### config.mk
export PLATFORM = sky130hd
export DESIGN_NAME = pipe_stage_skid
export DESIGN_NICKNAME = d
export VERILOG_FILES = /design/src/rtl/pipe_stage_skid.sv
export SDC_FILE = /design/constraint.sdc
export NUM_CORES = 1
export LEC_CHECK = 0
export ABC_AREA = 1
export BUFFER_PORTS_ARGS = -buffer_cell sky130_fd_sc_hd__clkbuf_2
export CORE_MARGIN = 10
export CORE_UTILIZATION = 35
export DETAILED_ROUTE_END_ITERATION = 10
export PLACE_DENSITY = 0.56
export SYNTH_ARGS = -nofsm -noshare
export SYNTH_HDL_FRONTEND = slang
export SYNTH_SLANG_ARGS = --single-unit
### constraint.sdc
create_clock -name i_clk -period 4.28 [get_ports i_clk]
set_input_delay 0.214 -clock i_clk [delete_from_list [all_inputs] [get_ports i_clk]]
set_output_delay 0.214 -clock i_clk [all_outputs]
set_load 0.01 [all_outputs]
### src/rtl/pipe_stage_skid.sv
// Reusable pipeline-stage register with valid/ready handshake, optional 2-entry skid
// buffer, synchronous flush with bubble injection and a saturating stall counter.
module pipe_stage_skid #(
    parameter int unsigned       DATA_W      = 96,
    parameter int unsigned       CTRL_W      = 16,
    parameter logic [CTRL_W-1:0] CTRL_BUBBLE = '0,
    parameter bit                SKID        = 1'b1
) (
    input  logic              i_clk,
    input  logic              i_rst_n,
    input  logic              i_flush,
    input  logic              i_valid,
    output logic              o_ready,
    input  logic [DATA_W-1:0] i_data,
    input  logic [CTRL_W-1:0] i_ctrl,
    output logic              o_valid,
    input  logic              i_ready,
    output logic [DATA_W-1:0] o_data,
    output logic [CTRL_W-1:0] o_ctrl,
    output logic [15:0]       o_stall_cnt
);

    typedef enum logic [1:0] {EMPTY, ONE, TWO} state_t;

    state_t             state, state_nxt;
    logic [DATA_W-1:0]  main_data, skid_data;
    logic [CTRL_W-1:0]  main_ctrl, skid_ctrl;
    logic [15:0]        stall_cnt;
    logic               accept, emit;
    logic               load_in, load_skid, load_from_skid;

    assign o_valid = (state != EMPTY);
    // With SKID the ready flag is a pure function of the state register; without it
    // the stage can refill in the same cycle it drains.
    assign o_ready = SKID ? (state != TWO) : (!o_valid || i_ready);
    assign accept  = i_valid && o_ready;
    assign emit    = o_valid && i_ready;

    assign o_data      = main_data;
    assign o_ctrl      = o_valid ? main_ctrl : CTRL_BUBBLE;
    assign o_stall_cnt = stall_cnt;

    always_comb begin
        state_nxt      = state;
        load_in        = 1'b0;
        load_skid      = 1'b0;
        load_from_skid = 1'b0;
        if (i_flush) begin
            state_nxt = EMPTY;
        end else begin
            case (state)
                EMPTY: begin
                    if (accept) begin
                        load_in   = 1'b1;
                        state_nxt = ONE;
                    end
                end
                ONE: begin
                    if (accept && (emit || !SKID)) begin
                        load_in = 1'b1;
                    end else if (emit) begin
                        state_nxt = EMPTY;
                    end else if (accept) begin
                        load_skid = 1'b1;
                        state_nxt = TWO;
                    end
                end
                TWO: begin
                    if (emit) begin
                        load_from_skid = 1'b1;
                        state_nxt      = ONE;
                    end
                end
                default: state_nxt = EMPTY;
            endcase
        end
    end

    always_ff @(posedge i_clk or negedge i_rst_n) begin
        if (!i_rst_n) begin
            state     <= EMPTY;
            main_data <= '0;
            main_ctrl <= '0;
            skid_data <= '0;
            skid_ctrl <= '0;
        end else begin
            state <= state_nxt;
            if (load_in) begin
                main_data <= i_data;
                main_ctrl <= i_ctrl;
            end else if (load_from_skid) begin
                main_data <= skid_data;
                main_ctrl <= skid_ctrl;
            end
            if (load_skid) begin
                skid_data <= i_data;
                skid_ctrl <= i_ctrl;
            end
        end
    end

    always_ff @(posedge i_clk or negedge i_rst_n) begin
        if (!i_rst_n) begin
            stall_cnt <= '0;
        end else if (o_valid && !i_ready && (stall_cnt != '1)) begin
            stall_cnt <= stall_cnt + 16'd1;
        end
    end

endmodule

* Word level (Yosys, flattened, before mapping)
Index checks and enable logic that the tools add are counted. W data, S select, Z words.
Storage, ports and cells: input bits 117, output and inout bits 130, register bits 242, word-level logic and storage cells 48
Cells by class: reduce and logical (&&, ||, !) cells 10, add/subtract/negate cells 1, multiplexer cells 23, equality and inequality tests 8
Operators by type and width (count):
- $mux W96 | 2
- $mux W16 | 3
- $add A16 B1 Y16 const B | 1
- $ne A16 B16 Y1 const B | 1
- $mux W2 | 6
- $mux W1 | 10
- $ne A3 B3 Y1 const B | 3
- $pmux W2 S3 | 1
- $logic_and A1 B1 Y1 | 5
- $ne A4 B4 Y1 const B | 1
- $reduce_and A4 Y1 | 1
- $reduce_bool A2 Y1 | 2
- $eq A2 B1 Y1 const B | 1
- $eq A2 B2 Y1 const B | 1
- $logic_not A2 Y1 | 1
- $ne A2 B2 Y1 const B | 1
- $pmux W1 S2 | 1
- $logic_not A1 Y1 | 1

* Longest topological paths before layout
Gate-level depths: netlist (run 1).
depth in word-level cells 7, mapped depth 9, mapped depth without buffers 8

* Least setup slack after synthesis (run 1)
OpenSTA, ideal clock, no wires.
path type flip-flop to flip-flop, from register stall_cnt[0] (netlist: o_stall_cnt[0]), to register stall_cnt[10] (netlist: o_stall_cnt[10]), period minus slack after synthesis 1.617 ns, arrival 1.500 ns, setup time 0.118 ns, path buffers 1, cell stages (with the launch flop) 10, data required time 4.162 ns, path slack 2.663 ns, cells stage by stage dfrtp_1 -> ha_1 -> inv_1 -> nor2_1 -> nand3_1 -> nand2_2 -> nand2_2 -> buf_6 -> nand2_1 -> o21ai_2
Between the ends: cells in the longest elaborated chain, start to end 2, elaborated cells between the ends (all ways) 3, those cells by class 1 x add/sub; 1 x eq/ne; 1 x reduce/logical
RTL lines:
- from (decl) | RTL line 28 | logic [15:0] stall_cnt;
- from (signal assigned) | RTL line 106 | stall_cnt <= stall_cnt + 16'd1;
- branches (longest 2 deep; another with $add A16 B1 Y16)
Several ways; the timed one is not identified. A chain may end at the register's enable or synchronous reset.

* Worst setup path in the final report (run 1)
from register state[0], to register main_data[42] (netlist: o_data[42])
Between the ends: cells in the longest elaborated chain, start to end 7, elaborated cells between the ends (all ways) 17, those cells by class 3 x eq/ne; 8 x mux; 6 x reduce/logical
RTL lines:
- from (decl) | RTL line 25 | state_t state, state_nxt;
- from (signal assigned) | RTL line 87 | state <= state_nxt;
- $ne A2 B2 Y1 or $reduce_bool A2 Y1 (tied branches) | RTL line 35, 32
- $logic_and A1 B1 Y1 (on tied branches) | RTL line 36, 37
- $logic_and A1 B1 Y1 | RTL line 59 | if (accept && (emit || !SKID)) begin
- $mux W1 | RTL line 59
- $pmux W1 S2 | RTL line 51 | case (state)
- $mux W1 | RTL line 48 | if (i_flush) begin
- $mux W96 or $reduce_bool A2 Y1 (tied branches)
- to (signal assigned) | RTL line 89 | main_data <= i_data;
- to (signal assigned) | RTL line 92 | main_data <= skid_data;
- to (decl) | RTL line 26 | logic [DATA_W-1:0] main_data, skid_data;
Several ways; a longest one is shown, not always the timed one.

==> results of run 1 <==
[registers in the layout, summed over array words and instances (netlist names)]
| signal | count |
|---|---|
| state | 2 |
| o_stall_cnt | 16 |
| o_data | 96 |
| skid_data | 96 |
| main_ctrl | 16 |
| skid_ctrl | 16 |
[layout make-up]
class	instances	area (um2)
Inverter	258	968
Clock buffer	42	845
Clock inverter	8	42.5
Timing Repair Buffer	369	2490
Tap cell	396	495
Multi-Input combinational cell	594	3340
Sequential cell	242	6060
Fill cell	2867	16200
[cell families (layout without fill, tap and decap cells)]
family                   Yosys count  in the layout  share of synthesized area, %
adder cells (fa/ha/maj)            1              1                         0.116
AO/OA/AOI/OAI                    236            236                          15.8
AND/OR/NAND/NOR                  349            349                          14.4
XOR/XNOR                           8              8                         0.652
buffers and inverters            334            677                          12.7
flip-flops                       242            242                          56.4
[critical path, cell delays in order (launching register included)]
cell and delay, ns:
sky130_fd_sc_hd__dfrtp_1 0.55, sky130_fd_sc_hd__nand2_1 0.20, sky130_fd_sc_hd__nand2_8 0.73, sky130_fd_sc_hd__buf_4 0.58, sky130_fd_sc_hd__o221ai_1 0.19
[synth_stat cells (6+ instances only)]
library cell               instances
sky130_fd_sc_hd__nor2_1           34
sky130_fd_sc_hd__o21ai_1         109
sky130_fd_sc_hd__o21ai_0           6
sky130_fd_sc_hd__o21ai_2           8
sky130_fd_sc_hd__inv_1           256
sky130_fd_sc_hd__xor2_1            8
sky130_fd_sc_hd__nand4_1           7
sky130_fd_sc_hd__o221ai_2         10
sky130_fd_sc_hd__nand3_1         130
sky130_fd_sc_hd__clkbuf_1         16
sky130_fd_sc_hd__buf_2            51
sky130_fd_sc_hd__dfrtp_1         242
sky130_fd_sc_hd__nand2_1         168
sky130_fd_sc_hd__o221ai_1        101
[metrics by stage]
step	hold WS, ns	total power [mW]
floorplan	-0.0816	4.27
finish	0.0685	7.20
CTS	0.0629	7.32
detailed placement	0.330	4.90
global route	0.106	7.71
global placement	0.330	4.85
[power by group through the flow]
| stage | clock network [mW] | logic [mW] | registers [mW] |
|---|---|---|---|
| 2_1_floorplan | 0 | 0.922 | 3.34 |
| 3_3_place_gp | 0 | 1.53 | 3.33 |
| 3_5_place_dp | 0 | 1.56 | 3.34 |
| 4_1_cts | 2.36 | 1.65 | 3.31 |
| 5_1_grt | 2.46 | 1.87 | 3.39 |
| 6_report | 2.28 | 1.62 | 3.30 |
[routing by layer]
layer	GRT usage, %	share of wire [%]	wire length [um]	vias up
met1	19.4	45	13200	4273
met5	0	0.045	13	-
met2	24.9	47	13700	194
li1	-	-	-	4496
met4	3.73	1.8	536	2
met3	3.22	5.5	1590	45
[path summary, 6_finish.rpt]
kind | startpoint | end | depth (start not counted)
worst max-delay path | state[0] | o_data[42] | 4
worst min-delay path | i_valid | state[0] | 4
worst max register to register | state[0] | o_data[42] | 4
worst min register to register | skid_ctrl[2] | skid_ctrl[2] | 2
max in group asynchronous | i_rst_n | o_data[88] | 3
min in group asynchronous | i_rst_n | o_stall_cnt[10] | 2
==> metrics.txt, run 1 <==
# TYPE chip_impl_metric gauge
chip_impl_metric{name="total_nets_after_synthesis",unit=""} 1288
chip_impl_metric{name="switching_power_as_a_share_of_total_power",unit="%"} 30.9
chip_impl_metric{name="cts_max_level",unit=""} 1
chip_impl_metric{name="buffer_ports.inserted",unit=""} 246
chip_impl_metric{name="ys_seq_elements",unit=""} 242
chip_impl_metric{name="relSlewSlack",unit="%"} 25.7
chip_impl_metric{name="number_of_library_cell_types_mapped_by_synthesis",unit=""} 28
chip_impl_info{name="synth_largest_area_cell",value="sky130_fd_sc_hd__dfrtp_1"} 1
chip_impl_info{name="mostFrequentLayoutCells",value="256 x sky130_fd_sc_hd__inv_1, 245 x sky130_fd_sc_hd__clkbuf_2, 242 x sky130_fd_sc_hd__dfrtp_1, 168 x sky130_fd_sc_hd__nand2_1, 130 x sky130_fd_sc_hd__nand3_1"} 1
chip_impl_metric{name="sequential_area_share_after_synthesis",unit="%"} 56.4
chip_impl_metric{name="ratio_of_cells_with_drive_above_1_in_the_final_layout",unit="%"} 21.7
chip_impl_metric{name="placedInstanceArea",unit="mm2"} 0.0122
chip_impl_metric{name="pwr-share-clk",unit="%"} 31.7
chip_impl_metric{name="die_area",unit="mm2"} 0.0381
chip_impl_info{name="layout_commonest_cell",value="sky130_fd_sc_hd__inv_1"} 1
chip_impl_metric{name="viasPerCell",unit=""} 4.72
chip_impl_metric{name="ys.warnings.count",unit=""} 0
chip_impl_info{name="startpoint_type",value="flop"} 1
chip_impl_metric{name="post_drt_wl_per_cell",unit="um"} 15.2
chip_impl_metric{name="synth_enable_flop_cells",unit=""} 0
chip_impl_metric{name="final_antenna_net_count",unit=""} 0
chip_impl_metric{name="antenna_cells",unit=""} 0
chip_impl_metric{name="starting_density_of_the_core",unit="%"} 35.3
chip_impl_info{name="cp-end-kind",value="flop"} 1
chip_impl_metric{name="dp_slack",unit="ns"} 1.75
chip_impl_metric{name="proportion_of_register_bits_with_asynchronous_set_or_reset_after_synthesis",unit="%"} 100
chip_impl_metric{name="worst_ep_arrival_time",unit="ns"} 2.82
chip_impl_metric{name="placementRows",unit=""} 64
chip_impl_metric{name="area_growth_syn_to_layout",unit="%"} 32.6
chip_impl_metric{name="fp.coreArea",unit="mm2"} 0.0304
chip_impl_metric{name="clock_skew",unit="ns"} 0.00587
chip_impl_info{name="cts_tree",value="yes"} 1
chip_impl_info{name="cts_root_buffer",value="sky130_fd_sc_hd__clkbuf_16"} 1
chip_impl_metric{name="finalSetupViolations",unit=""} 0
chip_impl_metric{name="grt_util_all_layers",unit="%"} 15.0
chip_impl_metric{name="num-nets-final",unit=""} 1611
chip_impl_metric{name="comb_power_share",unit="%"} 22.4
chip_impl_metric{name="fin_tns_setup",unit="ns"} 0
chip_impl_metric{name="placedCellCount",unit=""} 1744
chip_impl_metric{name="die_height",unit="um"} 195
chip_impl_metric{name="cts_resized",unit=""} 0
chip_impl_metric{name="syn_inst",unit=""} 1170
chip_impl_info{name="path_class",value="flop to flop"} 1
chip_impl_info{name="most_common_flop_cell_mapped_by_yosys",value="sky130_fd_sc_hd__dfrtp_1"} 1
chip_impl_metric{name="cts_made_buffers",unit=""} 28
chip_impl_metric{name="number_of_buffers_between_clock_root_and_the_deepest_sink",unit=""} 3
chip_impl_metric{name="clk-insertion-delay-late",unit="ns"} 0.53
chip_impl_metric{name="postLayoutCoreUtil",unit="%"} 46.8
chip_impl_metric{name="synth.top_cell.area_share",unit="%"} 56.4
chip_impl_metric{name="number_of_antenna_violations_at_the_first_check_in_global_routing",unit=""} 1
chip_impl_metric{name="worstPathMaxFanout",unit=""} 173
chip_impl_metric{name="drtPass1Iterations",unit=""} 5
chip_impl_metric{name="routed_wl",unit="um"} 29000
chip_impl_info{name="type_of_the_tightest_min_delay_check",value="primary input to flop"} 1
chip_impl_metric{name="power.static_leakage",unit="nW"} 7.34
chip_impl_metric{name="cts_setup_buffers",unit=""} 0
chip_impl_metric{name="timing_worst_slew_pin_value",unit="ns"} 1.11
chip_impl_metric{name="vdd_drop_max",unit="mV"} 0.267
chip_impl_metric{name="cap_viol_max_count",unit=""} 0
chip_impl_metric{name="design_area",unit="mm2"} 0.0142
chip_impl_metric{name="final_cells",unit=""} 1909
chip_impl_metric{name="p_per_area",unit="mW/mm2"} 506
chip_impl_metric{name="vias_in_the_first_global_route",unit=""} 9356
chip_impl_metric{name="clock-sinks",unit=""} 242
chip_impl_metric{name="upper_clock_frequency_limit",unit="GHz"} 0.410
chip_impl_metric{name="switching_power",unit="mW"} 2.22
chip_impl_metric{name="setup_slack_of_the_most_critical_reg_to_reg_path",unit="ns"} 1.84
chip_impl_metric{name="io-pin-count",unit=""} 247
chip_impl_metric{name="initialDrtViolationCount",unit=""} 617
chip_impl_info{name="yosys-top-cells-area",value="sky130_fd_sc_hd__dfrtp_1 56%, sky130_fd_sc_hd__inv_1 8.9%, sky130_fd_sc_hd__o221ai_1 8.2%"} 1
chip_impl_metric{name="syn-mean-instance-area",unit="um2"} 9.18
chip_impl_info{name="grt_setup_unrepaired",value="no"} 1
chip_impl_metric{name="report.final.slew_viol_count",unit=""} 0
chip_impl_metric{name="cts_hold_buf",unit=""} 115
chip_impl_metric{name="p_seq_share",unit="%"} 45.9
chip_impl_metric{name="grt_start_max_net_pins",unit=""} 174
chip_impl_metric{name="finalHoldViolCount",unit=""} 0
chip_impl_metric{name="globalplace.congestion",unit=""} 0.759
chip_impl_metric{name="number_of_remaining_drc_errors",unit=""} 0
chip_impl_metric{name="finalWorstSetupSlack",unit="ns"} 1.84
chip_impl_metric{name="total_grt_overflow",unit=""} 0
chip_impl_metric{name="netlist_area",unit="mm2"} 0.0107
chip_impl_metric{name="grt_first_pass_wirelength",unit="um"} 48700
chip_impl_metric{name="finalCritPeriodShare",unit="%"} 56.9
chip_impl_metric{name="die_width",unit="um"} 195
chip_impl_metric{name="detailed_place_hpwl",unit="um"} 18600
chip_impl_metric{name="period_needed",unit="ns"} 2.44
chip_impl_metric{name="clkSlewWorstSetupHoldPaths",unit="ns"} 0.06
chip_impl_metric{name="crit_required",unit="ns"} 4.66
chip_impl_metric{name="routed-via-count",unit=""} 9010
chip_impl_info{name="status",value="complete, no violations"} 1
chip_impl_metric{name="internal_power_of_the_cells",unit="mW"} 4.98
Note: power is estimated with default switching activity, not from simulation.
==> run 2, diff against run 1 <==
==> constraint.sdc (replaced) <==
create_clock -name i_clk -period 2.5 [get_ports i_clk]
set_input_delay 0.125 -clock i_clk [delete_from_list [all_inputs] [get_ports i_clk]]
set_output_delay 0.125 -clock i_clk [all_outputs]
set_load 0.01 [all_outputs]
==> metrics.txt, run 2 (synthesized netlist as in run 1, its figures left out) <==
# TYPE chip_impl_metric gauge
chip_impl_metric{name="upper_clock_frequency_limit",unit="GHz"} 0.483
chip_impl_metric{name="clk-insertion-delay-late",unit="ns"} 0.52
chip_impl_info{name="critical_path.slowest_cell",value="sky130_fd_sc_hd__dfrtp_1"} 1
chip_impl_info{name="cts_root_buffer",value="sky130_fd_sc_hd__clkbuf_16"} 1
chip_impl_metric{name="dp_slack",unit="ns"} 0.437
chip_impl_info{name="mostFrequentLayoutCells",value="256 x sky130_fd_sc_hd__inv_1, 245 x sky130_fd_sc_hd__clkbuf_2, 242 x sky130_fd_sc_hd__dfrtp_1, 168 x sky130_fd_sc_hd__nand2_1, 130 x sky130_fd_sc_hd__nand3_1"} 1
chip_impl_info{name="grt_setup_unrepaired",value="no"} 1
chip_impl_metric{name="grt_util_all_layers",unit="%"} 15.0
chip_impl_info{name="r2r-end",value="o_stall_cnt[10]"} 1
chip_impl_metric{name="die_width",unit="um"} 195
chip_impl_info{name="startpoint_type",value="flop"} 1
chip_impl_metric{name="switching_power_as_a_share_of_total_power",unit="%"} 29.8
chip_impl_metric{name="cap_viol_max_count",unit=""} 0
chip_impl_metric{name="viasPerCell",unit=""} 4.71
chip_impl_metric{name="finalSetupViolations",unit=""} 0
chip_impl_metric{name="switching_power",unit="mW"} 3.78
chip_impl_info{name="cp-end-kind",value="flop"} 1
chip_impl_metric{name="total_grt_overflow",unit=""} 0
chip_impl_metric{name="number_of_remaining_drc_errors",unit=""} 0
chip_impl_metric{name="cts_setup_buffers",unit=""} 0
chip_impl_metric{name="setup_slack_of_the_most_critical_reg_to_reg_path",unit="ns"} 0.43
chip_impl_metric{name="worst_ep_arrival_time",unit="ns"} 2.47
chip_impl_metric{name="number_of_buffers_between_clock_root_and_the_deepest_sink",unit=""} 3
chip_impl_info{name="worst_path_most_repeated_cell",value="sky130_fd_sc_hd__nand2_2"} 1
chip_impl_metric{name="clkSlewWorstSetupHoldPaths",unit="ns"} 0.06
chip_impl_metric{name="ratio_of_cells_with_drive_above_1_in_the_final_layout",unit="%"} 22.3
chip_impl_info{name="cts_tree",value="yes"} 1
chip_impl_metric{name="p_seq_share",unit="%"} 44.6
chip_impl_metric{name="die_area",unit="mm2"} 0.0381
chip_impl_metric{name="cts_resized",unit=""} 0
chip_impl_metric{name="p_per_area",unit="mW/mm2"} 875
chip_impl_metric{name="antenna_cells",unit=""} 0
chip_impl_metric{name="pwr-share-clk",unit="%"} 33.4
chip_impl_metric{name="routed-via-count",unit=""} 9036
chip_impl_metric{name="drtPass1Iterations",unit=""} 5
chip_impl_metric{name="number_of_antenna_violations_at_the_first_check_in_global_routing",unit=""} 1
chip_impl_metric{name="fp.coreArea",unit="mm2"} 0.0304
chip_impl_metric{name="cts_max_level",unit=""} 1
chip_impl_metric{name="grt_first_pass_wirelength",unit="um"} 49000
chip_impl_metric{name="fin_hold_ws",unit="ns"} 0.217
chip_impl_info{name="status",value="complete, no violations"} 1
chip_impl_metric{name="clock_skew",unit="ns"} 0.00952
chip_impl_metric{name="globalplace.congestion",unit=""} 0.770
chip_impl_metric{name="num-nets-final",unit=""} 1623
chip_impl_metric{name="cts_made_buffers",unit=""} 27
chip_impl_metric{name="starting_density_of_the_core",unit="%"} 35.3
chip_impl_metric{name="internal_power_of_the_cells",unit="mW"} 8.91
chip_impl_info{name="path_class",value="flop to flop"} 1
chip_impl_metric{name="finalCritPeriodShare",unit="%"} 82.8
chip_impl_metric{name="design_power_total",unit="mW"} 12.7
chip_impl_metric{name="relSlewSlack",unit="%"} 53.1
chip_impl_metric{name="die_height",unit="um"} 195
chip_impl_metric{name="vias_in_the_first_global_route",unit=""} 9590
chip_impl_metric{name="period_needed",unit="ns"} 2.07
chip_impl_metric{name="io-pin-count",unit=""} 247
chip_impl_metric{name="crit_required",unit="ns"} 2.90
chip_impl_info{name="timing.critical_path.cells",value="ha_1 -> inv_1 -> nor2_1 -> nand3_1 -> nand2_2 -> nand2_2 -> nand2_1 -> o21ai_2"} 1
chip_impl_metric{name="power.static_leakage",unit="nW"} 7.47
chip_impl_metric{name="clock-sinks",unit=""} 242
chip_impl_metric{name="vdd_drop_max",unit="mV"} 0.470
chip_impl_metric{name="report.final.slew_viol_count",unit=""} 0
chip_impl_metric{name="worst_path_largest_cell_delay",unit="ns"} 0.48
chip_impl_metric{name="placementRows",unit=""} 64
chip_impl_metric{name="initialDrtViolationCount",unit=""} 560
chip_impl_metric{name="area_growth_syn_to_layout",unit="%"} 35.0
chip_impl_metric{name="fin_tns_setup",unit="ns"} 0
chip_impl_info{name="layout_commonest_cell",value="sky130_fd_sc_hd__inv_1"} 1
chip_impl_metric{name="finalWorstSetupSlack",unit="ns"} 0.430
chip_impl_metric{name="worstPathMaxFanout",unit=""} 22
chip_impl_metric{name="routed_wl",unit="um"} 28800
chip_impl_metric{name="grt_start_max_net_pins",unit=""} 105
chip_impl_metric{name="finalHoldViolCount",unit=""} 0
chip_impl_metric{name="detailed_place_hpwl",unit="um"} 19300
chip_impl_metric{name="comb_power_share",unit="%"} 22.0
chip_impl_info{name="type_of_the_tightest_min_delay_check",value="primary input to asynchronous set/reset pin"} 1
chip_impl_metric{name="post_drt_wl_per_cell",unit="um"} 15.0
chip_impl_metric{name="buffer_ports.inserted",unit=""} 246
chip_impl_info{name="r2r_start",value="o_stall_cnt[0]"} 1
chip_impl_metric{name="r2r.worst_path.cells",unit=""} 8
chip_impl_metric{name="timing_worst_slew_pin_value",unit="ns"} 0.703
chip_impl_metric{name="final_antenna_net_count",unit=""} 0
==> run 2: power groups by stage <==
stage	clock (mW)	combinational (mW)	sequential (mW)
detailed placement	0	2.71	5.72
global route	4.55	3.24	5.80
floorplan	0	1.58	5.72
finish	4.23	2.80	5.66
global placement	0	2.64	5.70
CTS	4.38	2.87	5.66
==> run 2: final cells by class <==
type | count | area, um2
clock buffers | 37 | 773
clock inverters | 11 | 184
fillers | 2875 | 15900
inverters | 258 | 968
multi-input cells | 594 | 3340
flip-flops and latches | 242 | 6060
well taps | 396 | 495
repair buffers | 382 | 2680
==> run 2: repair_timing <==
| action | in CTS | in global routing |
|---|---|---|
| hold endpoints to repair | 306 | 0 |
| hold buffers | 116 | 0 |
| endpoints found under the setup margin | 0 | 0 |
==> run 2: worst max-delay path by stage <==
stage	start	to	slack, ns	depth (start not counted)
after floorplan	o_stall_cnt[0]	o_stall_cnt[10]	0.88	9
after global placement	o_stall_cnt[0]	o_stall_cnt[9]	0.47	8
after detailed placement	o_stall_cnt[0]	o_stall_cnt[10]	0.44	8
after CTS	o_stall_cnt[0]	o_stall_cnt[10]	0.42	8
after global routing	o_stall_cnt[0]	o_stall_cnt[4]	0.22	8
final	o_stall_cnt[0]	o_stall_cnt[10]	0.43	8
==> run 2: critical path, delay by kind of cell, from the launching register on <==
family	cells	cell delay, ns
AOI/OAI and AO/OA	1	0.06
adders and majority gates	1	0.33
buffers and inverters	1	0.06
DFF	1	0.48
and+or+nand+nor	5	1.00
==> run 2: metal layers <==
metal	global-route usage [%]	share of wire, %	wire length (um)	vias to the layer above
met5	0	0.031	9	-
met4	4.72	2.6	745	2
met3	3.36	5.6	1630	50
met2	25.0	48	13800	219
met1	18.8	44	12700	4238
li1	-	-	-	4527
==> run 2: metrics by stage <==
step	area [um2]	std cells	utilization, %
floorplan	10700	1170	-
global placement	12400	1756	40.7
detailed placement	12400	1756	40.7
CTS	14500	1920	47.6
global route	14500	1920	47.6
finish	14500	1920	47.6
==> run 3, diff against run 2 <==
==> constraint.sdc (replaced) <==
create_clock -name i_clk -period 2.13 [get_ports i_clk]
set_input_delay 0.1065 -clock i_clk [delete_from_list [all_inputs] [get_ports i_clk]]
set_output_delay 0.1065 -clock i_clk [all_outputs]
set_load 0.01 [all_outputs]
==> metrics.txt, run 3 (synthesized netlist as in run 1, its figures left out) <==
# TYPE chip_impl_metric gauge
chip_impl_metric{name="buffer_ports.inserted",unit=""} 246
chip_impl_metric{name="finalCritPeriodShare",unit="%"} 87.2
chip_impl_metric{name="fin_hold_ws",unit="ns"} 0.112
chip_impl_metric{name="number_of_remaining_drc_errors",unit=""} 0
chip_impl_metric{name="routed-via-count",unit=""} 9059
chip_impl_metric{name="initialDrtViolationCount",unit=""} 493
chip_impl_info{name="status",value="complete, no violations"} 1
chip_impl_metric{name="upper_clock_frequency_limit",unit="GHz"} 0.539
chip_impl_metric{name="total_grt_overflow",unit=""} 0
chip_impl_metric{name="finalHoldViolCount",unit=""} 0
chip_impl_metric{name="clock_skew",unit="ns"} 0.00653
chip_impl_metric{name="io-pin-count",unit=""} 247
chip_impl_metric{name="clkSlewWorstSetupHoldPaths",unit="ns"} 0.06
chip_impl_metric{name="routed_wl",unit="um"} 29300
chip_impl_metric{name="viasPerCell",unit=""} 4.71
chip_impl_metric{name="report.final.slew_viol_count",unit=""} 0
chip_impl_info{name="path_class",value="flop to output pin"} 1
chip_impl_metric{name="vdd_drop_max",unit="mV"} 0.594
chip_impl_info{name="startpoint_type",value="flop"} 1
chip_impl_metric{name="drtPass1Iterations",unit=""} 5
chip_impl_metric{name="cts_max_level",unit=""} 1
chip_impl_metric{name="period_needed",unit="ns"} 1.86
chip_impl_metric{name="worst_ep_arrival_time",unit="ns"} 1.75
chip_impl_metric{name="number_of_antenna_violations_at_the_first_check_in_global_routing",unit=""} 1
chip_impl_metric{name="worstPathMaxFanout",unit=""} 17
chip_impl_metric{name="grt_start_max_net_pins",unit=""} 91
chip_impl_metric{name="grt_util_met2",unit="%"} 25.3
chip_impl_metric{name="relSlewSlack",unit="%"} 64.5
chip_impl_metric{name="placementRows",unit=""} 64
chip_impl_metric{name="cts_made_buffers",unit=""} 28
chip_impl_metric{name="die_area",unit="mm2"} 0.0381
chip_impl_metric{name="final_antenna_net_count",unit=""} 0
chip_impl_metric{name="die_height",unit="um"} 195
chip_impl_metric{name="num-nets-final",unit=""} 1624
chip_impl_info{name="busiest_layer",value="met2"} 1
chip_impl_metric{name="postLayoutCoreUtil",unit="%"} 48.0
chip_impl_metric{name="cap_viol_max_count",unit=""} 0
chip_impl_metric{name="clock-sinks",unit=""} 242
chip_impl_metric{name="clk-insertion-delay-late",unit="ns"} 0.53
chip_impl_info{name="cts_tree",value="yes"} 1
chip_impl_metric{name="placedInstanceArea",unit="mm2"} 0.0124
chip_impl_metric{name="globalplace.congestion",unit=""} 0.805
chip_impl_metric{name="p_per_area",unit="mW/mm2"} 1040
chip_impl_info{name="cts_root_buffer",value="sky130_fd_sc_hd__clkbuf_16"} 1
chip_impl_metric{name="vias_in_the_first_global_route",unit=""} 9356
chip_impl_info{name="grt_setup_unrepaired",value="no"} 1
chip_impl_metric{name="fp.coreArea",unit="mm2"} 0.0304
chip_impl_metric{name="met3_usage",unit="%"} 3.36
chip_impl_metric{name="crit_required",unit="ns"} 2.02
chip_impl_metric{name="design_area",unit="mm2"} 0.0146
chip_impl_metric{name="timing_worst_slew_pin_value",unit="ns"} 0.533
chip_impl_metric{name="number_of_buffers_between_clock_root_and_the_deepest_sink",unit=""} 3
chip_impl_info{name="mostFrequentLayoutCells",value="256 x sky130_fd_sc_hd__inv_1, 245 x sky130_fd_sc_hd__clkbuf_2, 242 x sky130_fd_sc_hd__dfrtp_1, 168 x sky130_fd_sc_hd__nand2_1, 130 x sky130_fd_sc_hd__nand3_1"} 1
chip_impl_metric{name="grt_first_pass_wirelength",unit="um"} 48900
chip_impl_metric{name="ratio_of_cells_with_drive_above_1_in_the_final_layout",unit="%"} 22.2
chip_impl_metric{name="die_width",unit="um"} 195
chip_impl_metric{name="fin_tns_setup",unit="ns"} 0
chip_impl_metric{name="area_growth_syn_to_layout",unit="%"} 36.0
chip_impl_metric{name="globalRouteMet1Util",unit="%"} 19.3
chip_impl_metric{name="post_drt_wl_per_cell",unit="um"} 15.3
chip_impl_metric{name="detailed_place_hpwl",unit="um"} 19300
chip_impl_metric{name="starting_density_of_the_core",unit="%"} 35.3
chip_impl_metric{name="power.static_leakage",unit="nW"} 7.52
chip_impl_info{name="cp-end-kind",value="output pin"} 1
chip_impl_info{name="type_of_the_tightest_min_delay_check",value="primary input to asynchronous set/reset pin"} 1
chip_impl_metric{name="antenna_cells",unit=""} 0
chip_impl_metric{name="grt_util_all_layers",unit="%"} 15.1
chip_impl_info{name="layout_commonest_cell",value="sky130_fd_sc_hd__inv_1"} 1
chip_impl_metric{name="finalSetupViolations",unit=""} 0
[run 3: cell count changes in the layout (fill, tap and decap cells not counted), moves of 2 or more]
cell	delta
sky130_fd_sc_hd__buf_12	+4
sky130_fd_sc_hd__buf_4	-4
sky130_fd_sc_hd__clkinv_2	-4
sky130_fd_sc_hd__clkbuf_1	+3
sky130_fd_sc_hd__clkbuf_16	+2
sky130_fd_sc_hd__clkbuf_8	+2
[run 3: area by class of cell]
class,count,area [um2]
clock buffer,44,862
multi-input combinational,594,3350
tap,396,495
fill,2894,15800
inverter,258,968
timing repair buffer,382,2730
sequential,242,6060
clock inverter,6,155
[run 3: power by group]
group          switching (mW)  internal, mW  leakage [nW]
clock network            1.88          3.35         0.498
logic                    1.83          1.50          3.97
registers               0.782          5.84          3.05
[run 3: metal layers]
layer	vias up	part of all wire (%)
li1	4524	-
met1	4296	44
met2	204	49
met3	33	5.5
met4	2	1.6
met5	-	0.044
[run 3: critical path, stage by stage (launching register included)]
cell and delay [ns]:
sky130_fd_sc_hd__dfrtp_1 0.56, sky130_fd_sc_hd__nor2_4 0.07, sky130_fd_sc_hd__buf_4 0.21, sky130_fd_sc_hd__nor2_1 0.19
sky130_fd_sc_hd__clkbuf_2 0.18
[run 3: timing repair]
| action | CTS | global route |
|---|---|---|
| gates resized for setup | 0 | 1 |
| setup buffers | 0 | 0 |
| endpoints found under the hold margin | 358 | 0 |
| hold buffers | 116 | 0 |
| setup endpoints to repair | 0 | 10 |
[run 3: worst paths after layout]
path,startpoint,to,slack [ns],depth (start not counted)
setup / recovery,state[0],o_ctrl[9],0.27,4
hold / removal,i_rst_n,o_stall_cnt[7],0.11,2
setup reg to reg,state[1],skid_data[29],0.28,7
hold reg to reg,skid_data[41],skid_data[41],0.49,2
max in group asynchronous,i_rst_n,skid_data[10],1.29,3
min in group i_clk,i_data[44],skid_data[44],0.36,4
[run 3: per-stage QoR]
step           worst slack, ns  power (mW)  std cells
2_1_floorplan            0.513        8.57       1170
3_3_place_gp             0.278        9.81       1756
3_5_place_dp             0.210        9.91       1756
4_1_cts                  0.204        15.4       1922
5_1_grt                  0.126        16.2       1922
6_report                 0.273        15.2       1922
